[config.mk]
export PLATFORM = sky130hd
export DESIGN_NAME = acc_requant
export DESIGN_NICKNAME = d
export VERILOG_FILES = /design/src/rtl/acc_requant.sv
export SDC_FILE = /design/constraint.sdc
export NUM_CORES = 1
export LEC_CHECK = 0
export ABC_AREA = 1
export ABC_CLOCK_PERIOD_IN_PS = 4800
export CAP_MARGIN = 20
export CORE_AREA = 2 2 110 112
export DETAILED_ROUTE_END_ITERATION = 10
export DIE_AREA = 0 0 112 114
export PLACE_DENSITY_LB_ADDON = 0.08
export SLEW_MARGIN = 0
export SYNTH_ARGS = -nofsm -noshare
export SYNTH_HDL_FRONTEND = slang
export SYNTH_SLANG_ARGS = --single-unit
[constraint.sdc]
create_clock -name clk -period 4.8 [get_ports clk]
set_input_delay 0.96 -clock clk [delete_from_list [all_inputs] [get_ports clk]]
set_output_delay 0.96 -clock clk [all_outputs]
set_load 0.005 [all_outputs]
[src/rtl/acc_requant.sv]
// acc_requant -- two-stage requantizer for wide MAC accumulator sums.
//
// Turns a signed accumulator with QN+WN fraction bits into a signed activation
// with QN fraction bits. Stage 1 rounds half-up (arithmetic shift by WN).
// Stage 2 saturates to OW bits and holds the output register. Both stages
// carry a valid bit and use a ready/valid handshake, so the pipeline can stall.
//
// Ports:
//   clk        single clock; all state changes on the rising edge
//   rst        asynchronous, active-high reset
//   acc_valid  accumulator sum offered
//   acc_ready  block accepts acc_data this cycle
//   acc_data   [AW-1:0] signed accumulator, QN+WN fraction bits
//   out_valid  requantized activation available
//   out_ready  downstream accepts out_data
//   out_data   [OW-1:0] signed activation, QN fraction bits
//   sat_clr    synchronous clear of the saturation status
//   sat_flag   sticky flag: at least one output was clamped
//   sat_cnt    [15:0] count of clamped outputs; holds at 16'hFFFF
//
// Build option:
//   ACC_REQUANT_RELU_EN  when defined, a negative stage-2 result becomes 0
//                        after saturation. A negative clamp still counts as
//                        a saturation event.

module acc_requant #(
  parameter int N  = 2,   // accumulator guard bits
  parameter int QM = 12,  // activation integer bits
  parameter int QN = 20,  // activation fraction bits
  parameter int WM = 6,   // weight integer bits
  parameter int WN = 10,  // weight fraction bits
  localparam int AW = QM + QN + WM + WN + N,
  localparam int OW = QM + QN
) (
  input  logic          clk,
  input  logic          rst,
  input  logic          acc_valid,
  output logic          acc_ready,
  input  logic [AW-1:0] acc_data,
  output logic          out_valid,
  input  logic          out_ready,
  output logic [OW-1:0] out_data,
  input  logic          sat_clr,
  output logic          sat_flag,
  output logic [15:0]   sat_cnt
);

  // Width of the rounded value: the AW+1-bit sum shifted right by WN.
  localparam int RW = AW + 1 - WN;
  localparam logic signed [AW:0] HALF = (AW + 1)'(1) << (WN - 1);

  logic                 s1_valid;
  logic signed [RW-1:0] s1_r;
  logic                 s2_valid;
  logic [OW-1:0]        s2_data;

  logic                 s2_adv;
  logic                 in_fire;
  logic signed [AW:0]   sum;
  logic signed [RW-1:0] r_in;
  logic [RW-OW:0]       top;
  logic                 sat_pos;
  logic                 sat_neg;
  logic [OW-1:0]        sat_val;

  // S2 can take a new value when empty or when its value leaves this cycle.
  // S1 moves exactly when S2 can take it, so acc_ready depends on out_ready
  // only through s2_adv.
  assign s2_adv    = !s2_valid || out_ready;
  assign acc_ready = !s1_valid || s2_adv;
  assign in_fire   = acc_valid && acc_ready;

  assign out_valid = s2_valid;
  assign out_data  = s2_data;

  // Stage 1 rounding. The sum is one bit wider than acc_data, so adding the
  // half-LSB can never overflow.
  always_comb begin
    sum  = $signed({acc_data[AW-1], acc_data}) + HALF;
    r_in = RW'(sum >>> WN);
  end

  // Stage 2 saturation. The value fits in OW bits only when every bit from
  // the sign down to bit OW-1 is identical.
  always_comb begin
    top     = s1_r[RW-1:OW-1];
    sat_pos = !s1_r[RW-1] && (|top);
    sat_neg =  s1_r[RW-1] && !(&top);
    if (sat_pos) begin
      sat_val = {1'b0, {(OW-1){1'b1}}};
    end else if (sat_neg) begin
      sat_val = {1'b1, {(OW-1){1'b0}}};
    end else begin
      sat_val = s1_r[OW-1:0];
    end
`ifdef ACC_REQUANT_RELU_EN
    if (sat_val[OW-1]) begin
      sat_val = '0;
    end
`else
`endif
  end

  // NOTE: s1_r is a pure data register. s1_valid qualifies it, so it needs no
  // reset. It loads only on an accepted transfer, so acc_data is never
  // sampled while acc_valid is low.
  always_ff @(posedge clk) begin
    if (in_fire) begin
      s1_r <= r_in;
    end
  end

  always_ff @(posedge clk or posedge rst) begin
    if (rst) begin
      s1_valid <= 1'b0;
      s2_valid <= 1'b0;
      s2_data  <= '0;
      sat_flag <= 1'b0;
      sat_cnt  <= '0;
    end else begin
      if (acc_ready) begin
        s1_valid <= acc_valid;
      end
      if (s2_adv) begin
        s2_valid <= s1_valid;
        if (s1_valid) begin
          s2_data <= sat_val;
        end
      end
      // If a clear and a clamp happen in the same cycle, the clear wins.
      if (sat_clr) begin
        sat_flag <= 1'b0;
        sat_cnt  <= '0;
      end else if (s2_adv && s1_valid && (sat_pos || sat_neg)) begin
        sat_flag <= 1'b1;
        if (sat_cnt != 16'hFFFF) begin
          sat_cnt <= sat_cnt + 16'd1;
        end
      end
    end
  end

endmodule

== Yosys cells after proc, flatten, opt, wreduce, memory -nomap -nowiden ==
Cells that the tools add are included.

* Flip-flop bits (word level): 92
* Input bits: 55
* Output and inout port bits: 51
* Logic and storage cells: 34

* $add $sub $neg: 2
* Equal/unequal tests: 1
* Muxes and demuxes: 7
* Reduce and logical (&&, ||, !) cells: 18

{| class="wikitable"
|+ Operators by type and width
! operator !! count
|-
| 32-bit 2-to-1 mux || 2
|-
| 50-bit by 11-bit adder with 51-bit output, second input constant || 1
|-
| 16-bit 2-to-1 mux || 3
|-
| 16-bit by 1-bit adder with 16-bit output, second input constant || 1
|-
| 16-bit inequality test, second input constant || 1
|-
| 10-bit AND reduction || 1
|-
| 10-bit OR reduction || 1
|-
| 1-bit logical AND || 5
|-
| 1-bit logical NOT || 4
|-
| 2-bit AND reduction || 2
|-
| 2-bit nonzero test || 2
|-
| 1-bit logical OR || 3
|-
| 1-bit 2-to-1 mux || 2
|}

== Logic depth before layout (Yosys ltp) ==
* Depth in word-level cells: 7
* Gate-level depth with buffers: 10
* Depth with buffers taken out: 9

== Least setup slack after synthesis ==
Ideal clock, no wire load.

* Path type: input to register
* From: in out_ready
* To: reg s1_r[0], enable pin
* Setup time: 0.396 ns
* Arrival time: 2.003 ns
* Required time: 4.404 ns
* Setup slack: 2.402 ns
* Cell stages on the path: 4
* Buffers on the path: 0
* Cell sequence: inv_1 nand3_1 nand2_1 inv_1

* Cells in the longest elaborated chain, start to end: 3

{| class="wikitable"
|+ Ends and longest elaborated chain
! what !! RTL line !! RTL
|-
| from (decl) || 41 || <nowiki>input logic out_ready,</nowiki>
|-
| 1-bit logical OR || 69 || <nowiki>assign s2_adv = !s2_valid || out_ready;</nowiki>
|-
| 1-bit logical OR || 70 || <nowiki>assign acc_ready = !s1_valid || s2_adv;</nowiki>
|-
| net acc_ready || 38 || <nowiki>output logic acc_ready,</nowiki>
|-
| 1-bit logical AND || 71 || <nowiki>assign in_fire = acc_valid && acc_ready;</nowiki>
|-
| net in_fire || 58 || <nowiki>logic in_fire;</nowiki>
|-
| to (signal assigned) || 109 || <nowiki>s1_r <= r_in;</nowiki>
|-
| to (decl) || 53 || <nowiki>logic signed [RW-1:0] s1_r;</nowiki>
|}

The timed path passes the listed nets, and every way through them passes these cells.
A chain may end at the register's enable or synchronous reset.

== Worst setup path in the final report ==
* From: in out_ready
* To: out acc_ready

* Cells in the longest elaborated chain, start to end: 2

{| class="wikitable"
|+ Ends and longest elaborated chain
! what !! RTL line
|-
| 1-bit logical OR || 69
|-
| 1-bit logical OR || 70
|-
| to (decl) || 38
|}

No other way between the ends.

==> flow_summary.toml <==
[global_routing]
grt_max_degree = 52
grt_pass1_wl_um = 21700
grt_pass1_vias = 4325
grt.overflow.total = 0
grt_antenna_before_repair = 0
grt_usage_pct = 21.8

[synthesis]
synth_warnings = 0
synthesis.nets = 695
syn_avg_cell_area_um2 = 7.82
synth_cells = 638
ys.flop_type = "dfrtp_1"
synthArstFlopShare_pct = 55.4
synth_edf_count = 41
syn_area_um2 = 4990
yosysSeqAreaShare_pct = 50.3
ys_types = 29
synth-seq-cells = 92

[detailed_routing]
drt-initial-drc-count = 395
dr_total_vias = 4465
dr.pass1.iters = 4
vias_per_cell = 5.03
drc = 0
wire_per_inst_um = 15.0
wirelength_um = 13300
ant_nets = 0

[die]
rows = 40
initial_utilization_pct = 42.6
die_area_um2 = 12800
die_x_um = 112
die_y_um = 114
core_area_um2 = 11700
io-pin-count = 106

[sta]
finClkSkew_ps = 10.3
relSlewSlack_pct = 49.7
tns_ps = 0
fin_crit_ps = 3040
hold_viol = 0
fin_crit_sh_pct = 63.4
finalWorstSetupSlack_ps = 1760
report.final.slew_viol_count = 0
rsz0062_at_grt = "no"
setup_viol = 0
fmax_mhz = 329
worstMarginPinSlew_ps = 754

[clock_network]
cts_made_buffers = 9
cts_tree = "yes"
postCtsSetupRepairBufs = 0
clk_pin_slew_ps = 60
hold_buffers = 0
cts-resized-gates = 0
clock_sinks = 92
insertion_delay_ps = 350
cts_max_path_buffers = 2
root_buffer = "clkbuf_16"
cts_max_level = 3

[power_and_ir_drop]
p_comb_share_pct = 18.6
netSwitchingPower_w = 0.000547
sw_frac_of_total_pct = 26.2
peakVddDrop_mv = 0.241
p_int_w = 0.00154
seqPwrFrac_pct = 46.8
power_density_nw_per_um2 = 326
pwr-share-clk_pct = 34.6
p_leak_nw = 2.77

[placed_design]
hpwl_um = 10400
portBuffers = 96
place_ws_ps = 1500
gp_congestion = 0.901
placed_cells = 870
place_area_um2 = 6080

[critical_path]
cp-end-kind = "output pin"
cpPeakStageDelay_ps = 510
crit_top_cell = "clkdlybuf4s50_1"
cp_max_fo = 3
critPathTopFamily = "buffers and inverters"
cp-endpoint = "acc_ready"
r2r_start = "out_valid"
crit_required_ps = 3840
crit_path_start_kind = "input port"
critical_path_class = "in2out"
cp.depth = 4
reg2reg_depth = 6
r2r_slack_ps = 2550
crit_arrival_ps = 2080
r2r-end = "out_data[13]"
startpoint = "out_ready"
cp_num_buf_inv = 3
crit_chain = "clkdlybuf4s50_1 > inv_1 > nand3_1 > clkdlybuf4s50_1"
cp_slowest_cell = "clkdlybuf4s50_1"

[layout]
area_growth_pct = 28.5
antenna_cells = 0
final.fill_count = 1115
post_route_cells_drive_above_1_share_pct = 4.19
final_area_um2 = 6410
stdcell_count = 887
fin_nets = 792
fin_util_pct = 54.7

[job]
cap_violations = 0

[run_status]
outcome = "completed"

[hold_path]
worstHoldPathType = "reg2reg"
[sequential cells by signal, indices dropped and copies added (netlist names)]
name,count
sat_cnt,16
s1_valid,1
out_data,32
out_valid,1
s1_r,41
sat_flag,1
[per-layer routing]
| metal | track usage, % | wire (um) | share of wire (%) | up-vias |
|---|---|---|---|---|
| li1 | - | - | - | 2244 |
| met1 | 28.5 | 6110 | 46 | 2098 |
| met2 | 36.6 | 6490 | 49 | 110 |
| met3 | 4.57 | 540 | 4.1 | 13 |
| met4 | 6.59 | 180 | 1.4 | 0 |
| met5 | 0 | 0 | 0 | - |
[worst register-to-register path, delay by kind of cell (launching register included)]
family | cells | cell delay, ps
AOI/OAI and AO/OA | 3 | 1060
and+or+nand+nor | 1 | 90
buffers and inverters | 2 | 630
DFF | 1 | 410
[per-stage QoR]
stage / hold WS, ps / power (W)
final: 474 / 0.00209
after global routing: 499 / 0.00220
after CTS: 480 / 0.00212
after detailed placement: 463 / 0.00139
after global placement: 455 / 0.00138
after floorplan: 447 / 0.00114
[placed cells by master (no fill, tap or decap), types with 4 or more instances in the layout]
| cell | instances |
|---|---|
| nand3b_1 | 4 |
| a21oi_1 | 5 |
| inv_6 | 4 |
| nand2_1 | 231 |
| dfrtp_1 | 51 |
| inv_1 | 55 |
| edfxtp_1 | 41 |
| clkdlybuf4s50_1 | 96 |
| nor3_1 | 19 |
| nor2_1 | 82 |
| nand3_1 | 35 |
| xnor2_1 | 10 |
| nand4_1 | 18 |
| o21ai_0 | 33 |
| clkbuf_16 | 9 |
| xor2_1 | 23 |
[cell type report]
class,count,area [um^2],area share (%)
clock inverter,7,78.8,1.23
inverter,57,214,3.34
sequential,92,2510,39.1
multi-input combinational,475,2200,34.3
tap,147,184,2.87
timing repair buffer,100,1000,15.7
clock buffer,9,225,3.51
[power groups by stage]
stage | sequential (W) | combinational, W | clock [W]
after global placement | 0.000990 | 0.000387 | 0
after global routing | 0.000989 | 0.000432 | 0.000780
after CTS | 0.000979 | 0.000393 | 0.000744
final | 0.000978 | 0.000389 | 0.000723
after floorplan | 0.000993 | 0.000150 | 0
after detailed placement | 0.000994 | 0.000392 | 0
[how the worst min path moves through the flow]
stage | from | to | slack (ps) | depth (start not counted)
global route | s1_r[27] | out_data[27] | 500 | 2
global placement | s1_r[19] | out_data[19] | 450 | 2
CTS | s1_r[27] | out_data[27] | 480 | 2
detailed placement | s1_r[19] | out_data[19] | 460 | 2
floorplan | s1_valid | out_valid | 450 | 2
finish | s1_r[26] | out_data[26] | 470 | 2
[logic make-up after synthesis]
kind of cell	Yosys count	synth area share, %
flip-flops	92	50.3
AO/OA/AOI/OAI	39	3.96
adder cells (fa/ha/maj)	2	0.502
buffers and inverters	71	5.69
AND/OR/NAND/NOR	401	33.8
XOR/XNOR	33	5.80
[synthesized netlist by cell type (2+ instances only)]
library cell / n / area (um^2)
buf_2: 5 / 25.0
nor3_2: 2 / 20.0
a21oi_1: 5 / 25.0
nand2_1: 231 / 867
xor2_1: 23 / 201
nor2_2: 2 / 12.5
nand4_1: 18 / 113
nor3_1: 19 / 95.1
nand3b_1: 4 / 30.0
edfxtp_1: 41 / 1230
nand3_1: 35 / 175
ha_1: 2 / 25.0
nand2_2: 2 / 12.5
inv_1: 56 / 210
dfrtp_1: 51 / 1280
clkbuf_1: 7 / 26.3
o21ai_0: 33 / 165
xnor2_1: 10 / 87.6
nor2_1: 82 / 308
Note: power is estimated with default switching activity, not from simulation.
